--- src/rtl/rpeak_tx_scheduler.sv ---
// Arbitrates the single UART transmitter between command response bytes and framed R-peak packets.
// Optional macro RPEAK_TX_SEQNUM_EN inserts an 8-bit sequence byte after each packet header.
module rpeak_tx_scheduler #(
  parameter int          CTR_WIDTH = 24,
  parameter logic [7:0]  HDR_BYTE  = 8'hA5
) (
  input  logic                 i_clk,
  input  logic                 i_rst_n,
  input  logic                 i_stream_en,
  input  logic [7:0]           i_cmd_tx_data,
  input  logic                 i_cmd_tx_valid,
  output logic                 o_fifo_pop,
  input  logic                 i_fifo_empty,
  input  logic [CTR_WIDTH-1:0] i_fifo_rdata,
  input  logic                 i_fifo_rdata_valid,
  output logic [7:0]           o_tx_data,
  output logic                 o_tx_data_valid,
  input  logic                 i_tx_busy,
  output logic                 o_cmd_overflow,
  output logic [15:0]          o_pkt_cnt,
  output logic                 o_busy
);

  localparam int NB     = (CTR_WIDTH + 7) / 8;
  localparam int WORD_W = NB * 8;
`ifdef RPEAK_TX_SEQNUM_EN
  localparam int PRE = 2;
`else
  localparam int PRE = 1;
`endif
  // Byte positions within a packet, header at position 0.
  localparam logic [7:0] LAST_DATA_IDX = 8'(PRE + NB - 1);
  localparam logic [7:0] CSUM_IDX      = 8'(PRE + NB);

  typedef enum logic [2:0] {IDLE, FETCH, WAIT_DATA, SEND, GUARD, WAIT_TX} state_t;

  function automatic logic [7:0] csum_step(input logic [7:0] csum, input logic [7:0] b);
    return csum ^ b;
  endfunction

  state_t              state_q, state_d;
  logic [WORD_W-1:0]   word_q, word_d;
  logic [7:0]          idx_q, idx_d;
  logic [7:0]          csum_q, csum_d;
  logic [7:0]          cur_byte_q, cur_byte_d;
  logic                kind_cmd_q, kind_cmd_d;
  logic                cmd_full_q, cmd_full_d;
  logic [7:0]          cmd_byte_q, cmd_byte_d;
  logic                cmd_ovf_q, cmd_ovf_d;
  logic [15:0]         pkt_cnt_q, pkt_cnt_d;
  logic [7:0]          tx_data_q, tx_data_d;
  logic                tx_valid_q, tx_valid_d;
  logic                fifo_pop_q, fifo_pop_d;
  logic                busy_q, busy_d;
  logic                cmd_drain;
  logic [7:0]          next_byte;
`ifdef RPEAK_TX_SEQNUM_EN
  logic [7:0]          seq_q, seq_d;
`endif

  // Next-state, byte sequencing and command buffer logic.
  always_comb begin
    state_d    = state_q;
    word_d     = word_q;
    idx_d      = idx_q;
    csum_d     = csum_q;
    cur_byte_d = cur_byte_q;
    kind_cmd_d = kind_cmd_q;
    cmd_full_d = cmd_full_q;
    cmd_byte_d = cmd_byte_q;
    cmd_ovf_d  = cmd_ovf_q;
    pkt_cnt_d  = pkt_cnt_q;
    tx_data_d  = tx_data_q;
    tx_valid_d = 1'b0;
    fifo_pop_d = 1'b0;
    cmd_drain  = 1'b0;
    next_byte  = word_q[WORD_W-1 -: 8];
`ifdef RPEAK_TX_SEQNUM_EN
    seq_d      = seq_q;
`endif

    case (state_q)
      IDLE: begin
        if (cmd_full_q && !i_tx_busy) begin
          cur_byte_d = cmd_byte_q;
          kind_cmd_d = 1'b1;
          state_d    = SEND;
        end else if (i_stream_en && !i_fifo_empty && !i_tx_busy) begin
          fifo_pop_d = 1'b1;
          state_d    = FETCH;
        end else begin
          state_d    = IDLE;
        end
      end
      FETCH: state_d = WAIT_DATA;
      WAIT_DATA: begin
        if (i_fifo_rdata_valid) begin
          word_d     = WORD_W'(i_fifo_rdata);
          idx_d      = 8'd0;
          csum_d     = 8'd0;
          cur_byte_d = HDR_BYTE;
          kind_cmd_d = 1'b0;
          state_d    = SEND;
        end else begin
          state_d    = WAIT_DATA;
        end
      end
      SEND: begin
        tx_data_d  = cur_byte_q;
        tx_valid_d = 1'b1;
        state_d    = GUARD;
      end
      GUARD: state_d = WAIT_TX;
      WAIT_TX: begin
        if (i_tx_busy) begin
          state_d = WAIT_TX;
        end else if (kind_cmd_q) begin
          cmd_drain = 1'b1;
          state_d   = IDLE;
        end else if (idx_q < LAST_DATA_IDX) begin
`ifdef RPEAK_TX_SEQNUM_EN
          if (idx_q == 8'd0) begin
            next_byte = seq_q;
          end else begin
            next_byte = word_q[WORD_W-1 -: 8];
            word_d    = word_q << 8;
          end
`else
          next_byte = word_q[WORD_W-1 -: 8];
          word_d    = word_q << 8;
`endif
          cur_byte_d = next_byte;
          csum_d     = csum_step(csum_q, next_byte);
          idx_d      = idx_q + 8'd1;
          state_d    = SEND;
        end else if (idx_q == LAST_DATA_IDX) begin
          cur_byte_d = csum_q;
          idx_d      = CSUM_IDX;
          state_d    = SEND;
        end else begin
          pkt_cnt_d = pkt_cnt_q + 16'd1;
`ifdef RPEAK_TX_SEQNUM_EN
          seq_d     = seq_q + 8'd1;
`endif
          state_d   = IDLE;
        end
      end
      default: state_d = IDLE;
    endcase

    // A byte arriving in the drain cycle takes the freed slot.
    if (i_cmd_tx_valid) begin
      if (!cmd_full_q || cmd_drain) begin
        cmd_byte_d = i_cmd_tx_data;
        cmd_full_d = 1'b1;
      end else begin
        cmd_ovf_d  = 1'b1;
      end
    end else if (cmd_drain) begin
      cmd_full_d = 1'b0;
    end else begin
      cmd_full_d = cmd_full_q;
    end

    busy_d = (state_d != IDLE) || cmd_full_d;
  end

  // State and registered outputs, synchronous active-low reset.
  always_ff @(posedge i_clk) begin
    if (!i_rst_n) begin
      state_q    <= IDLE;
      word_q     <= '0;
      idx_q      <= 8'd0;
      csum_q     <= 8'd0;
      cur_byte_q <= 8'd0;
      kind_cmd_q <= 1'b0;
      cmd_full_q <= 1'b0;
      cmd_byte_q <= 8'd0;
      cmd_ovf_q  <= 1'b0;
      pkt_cnt_q  <= 16'd0;
      tx_data_q  <= 8'd0;
      tx_valid_q <= 1'b0;
      fifo_pop_q <= 1'b0;
      busy_q     <= 1'b0;
`ifdef RPEAK_TX_SEQNUM_EN
      seq_q      <= 8'd0;
`endif
    end else begin
      state_q    <= state_d;
      word_q     <= word_d;
      idx_q      <= idx_d;
      csum_q     <= csum_d;
      cur_byte_q <= cur_byte_d;
      kind_cmd_q <= kind_cmd_d;
      cmd_full_q <= cmd_full_d;
      cmd_byte_q <= cmd_byte_d;
      cmd_ovf_q  <= cmd_ovf_d;
      pkt_cnt_q  <= pkt_cnt_d;
      tx_data_q  <= tx_data_d;
      tx_valid_q <= tx_valid_d;
      fifo_pop_q <= fifo_pop_d;
      busy_q     <= busy_d;
`ifdef RPEAK_TX_SEQNUM_EN
      seq_q      <= seq_d;
`endif
    end
  end

  assign o_fifo_pop      = fifo_pop_q;
  assign o_tx_data       = tx_data_q;
  assign o_tx_data_valid = tx_valid_q;
  assign o_cmd_overflow  = cmd_ovf_q;
  assign o_pkt_cnt       = pkt_cnt_q;
  assign o_busy          = busy_q;

endmodule

--- config.mk ---
export PLATFORM = sky130hd
export DESIGN_NAME = rpeak_tx_scheduler
export DESIGN_NICKNAME = d
export VERILOG_FILES = /design/src/rtl/rpeak_tx_scheduler.sv
export SDC_FILE = /design/constraint.sdc
export NUM_CORES = 1
export LEC_CHECK = 0
export BUFFER_PORTS_ARGS = -buffer_cell sky130_fd_sc_hd__buf_2
export CORE_ASPECT_RATIO = 0.7
export CORE_MARGIN = 5
export CORE_UTILIZATION = 50
export CTS_CLUSTER_SIZE = 16
export DETAILED_ROUTE_END_ITERATION = 8
export PLACE_DENSITY = 0.86
export SETUP_SLACK_MARGIN = 0.1
export SLEW_MARGIN = 30
export SYNTH_ARGS = -nofsm -noshare
export SYNTH_HDL_FRONTEND = slang
export SYNTH_SLANG_ARGS = --single-unit
--- constraint.sdc ---
create_clock -name i_clk -period 1.8 [get_ports i_clk]
set_clock_uncertainty 0.05 [all_clocks]
set_input_delay 0.09 -clock i_clk [delete_from_list [all_inputs] [get_ports i_clk]]
set_output_delay 0.09 -clock i_clk [all_outputs]
set_load 0.02 [all_outputs]
==> results.tsv <==
metric	value	unit
cts_num_sinks	89	
cts_tree	done	
hold_violations	0	
peakVddDrop	0.000620	V
io_buffers	66	
fin_ws	-0.313	ns
critPathCaptureType	flip-flop	
worst_hold_slack	0.0105	ns
tightestPinTransition	0.600	ns
p_leak	2.31	nW
final_cell_area	5680	µm²
synth_flop_cell	dfxtp_1	
synth_edf_count	0	
cts_buffer_depth	2	
fmax	473	MHz
crit_chain	nor4_4 -> a41o_1 -> and2_4 -> buf_16 -> nand4b_1 -> a21oi_1	
multi_input_area	2290	µm²
gp_congestion	0.840	
grt_pass1_vias	3615	
ys_seq_area_share	46.4	%
finalCriticalPeriod	2.11	ns
reg2reg_from	idx_q[3]$_SDFFE_PN0P_	
diodes	0	
synth_nets	496	
coreArea	7380	µm²
power_density	838	nW/µm²
post-route-util	76.9	%
finalNetCount	629	
cp_max_fo	20	
synth_seq_cells	89	
first_pass_iters	6	
vias_per_cell	5.98	
overflow	0	
grt_max_degree	44	
switching_share	29.2	%
netlist_instances	455	
place_inst	623	
crit_start	idx_q[3]$_SDFFE_PN0P_	
drc	0	
ys_types	53	
slew_violations	0	
status	finished with violations	
post-route-period-util	117	%
postSynthAreaPerCell	8.44	µm²
fillCellCount	437	
combPwrFrac	22.3	%
worst_path_largest_cell_delay	0.42	ns
criticalPathCategory	flip-flop to flip-flop	
grt_pass1_wl	18000	µm
finalNonFillerCells	691	
p_sw	1.39	mW
dieArea	9560	µm²
dp_slack	-0.0816	ns
dp_hpwl	6510	µm
hold_class	input pin to flip-flop	
die_w	115	µm
pwr-share-seq	46.7	%
max-slew-margin-rel	59.6	%
die_y	83.3	µm
syn_to_final_growth	47.9	%
wl_per_cell	18.8	µm
grtUsageTotal	22.9	%
top_level_ports	67	
final_common_cell	dfxtp_1	
layout_common_cells	77 x dfxtp_1, 66 x buf_2, 62 x nand2_1	
vias	4134	
ant_nets	0	
insertion_delay	0.37	ns
seq_area	1800	µm²
path_clk_slew	0.10	ns
power_frac_clock	30.9	%
numCtsBuffers	9	
async_flop_share	0	%
start_util	52.0	%
internal-power	3.37	mW
placed_cell_area	4500	µm²
cts-root-buf	clkbuf_8	
antenna_found_initial	0	
yosysWarnings	0	
required	2.00	ns
drive_gt1_share	37.9	%
hold_start	i_fifo_empty	
violations	setup timing	
drt_iter0_markers	419	
htreeDepth	3	
setup_viol	45	
max-cap-violations	0	
drt_wl_total	13000	µm
arrival	2.32	ns
syn-cell-area	3840	µm²
startpoint_type	flip-flop	
critPathSlowestCell	nor4_4	
fp-row-count	26	
grt_setup_unrepaired	true	
[what timing repair did]
item,in CTS,in global routing
pin swaps,16,24
hold endpoints to repair,34,0
setup endpoints to repair,66,69
buffers inserted,5,9
hold buffers,33,0
gates resized for setup,43,76
gates cloned,3,2
[flip-flops by register name, summed over array words and instances, names as in the netlist, 3 cells and up]
signal	cells
word_q	24
o_pkt_cnt	16
cmd_byte_q	8
csum_q	8
cur_byte_q	8
idx_q	8
o_tx_data	8
state_q	3
[layer usage]
| metal | share of wire, % | routed length [µm] | GRT usage [%] |
|---|---|---|---|
| met2 | 47 | 6070 | 36.3 |
| met4 | 3.5 | 452 | 6.18 |
| met1 | 41 | 5390 | 31.5 |
| met3 | 8.4 | 1100 | 4.65 |
| met5 | 0 | 0 | 0 |
[Yosys cell counts (2+ instances only)]
cell | instances | area [µm²]
nor2_1 | 63 | 236
nand4b_1 | 9 | 78.8
or4_1 | 2 | 15.0
clkbuf_1 | 21 | 78.8
nand4_1 | 8 | 50.1
inv_1 | 3 | 11.3
and3_1 | 3 | 18.8
nand2b_1 | 2 | 12.5
a32oi_1 | 3 | 26.3
a31oi_1 | 3 | 18.8
a22oi_1 | 2 | 15.0
xor2_1 | 11 | 96.3
nor3b_1 | 3 | 22.5
or3_1 | 2 | 12.5
ha_1 | 2 | 25.0
dfxtp_1 | 89 | 1780
o21ai_0 | 27 | 135
mux2_2 | 3 | 33.8
buf_1 | 2 | 7.51
nand2_1 | 67 | 251
nor2b_1 | 3 | 18.8
nand3_1 | 24 | 120
mux2i_1 | 13 | 130
o21a_1 | 2 | 15.0
nor3_1 | 2 | 10.0
a311oi_1 | 17 | 149
a21oi_1 | 27 | 135
buf_2 | 10 | 50.1
and4_1 | 2 | 17.5
a41oi_1 | 2 | 17.5
o311a_1 | 3 | 30.0
or2_2 | 4 | 25.0
[kinds of logic (layout without fill, tap and decap cells)]
kind of cell	count (synthesis)	after routing	share of synthesized area (%)
buf+inv	37	175	3.94
flops	89	89	46.4
fa+ha+maj	2	2	0.651
mux	16	16	4.27
xor+xnor	12	12	2.74
compound gates	97	97	16.9
simple gates	202	202	25.1
[final cells by class]
type	instances	area share [%]
well taps	98	2.16
clock buffers	11	2.67
repair buffers	155	21.7
flip-flops and latches	89	31.8
inverters	4	0.264
clock inverters	5	1.10
multi-input cells	329	40.3
[power by group through the flow]
stage               logic (mW)  clock network, mW  registers [mW]
floorplan                0.450                  0            2.22
global placement         0.626                  0            2.23
detailed placement       0.645                  0            2.24
CTS                      0.853               1.47            2.20
global route              1.13               1.56            2.23
finish                    1.06               1.47            2.23
[critical path, delay by kind of cell (launching register included)]
family	cells	cell delay, ns
AOI/OAI and AO/OA	2	0.59
buffers and inverters	1	0.19
and+or+nand+nor	3	0.82
DFF	1	0.35
[through the flow]
| stage | TNS (ns) | total power [mW] |
|---|---|---|
| after floorplan | 0 | 2.67 |
| after global placement | -0.0957 | 2.86 |
| after detailed placement | -0.671 | 2.88 |
| after CTS | 0 | 4.52 |
| after global routing | -8.02 | 4.93 |
| final | -3.89 | 4.76 |
[path summary, 6_finish.rpt]
kind | to | slack (ns) | cells after the start
min reg2reg | o_tx_data[2]$_SDFFE_PN0P_ | 0.41 | 2
max reg2reg | csum_q[2]$_SDFFE_PN0P_ | -0.31 | 6
max | csum_q[2]$_SDFFE_PN0P_ | -0.31 | 6
min | o_fifo_pop$_SDFF_PP0_ | 0.01 | 3
Power figures use the tool's default switching activity.
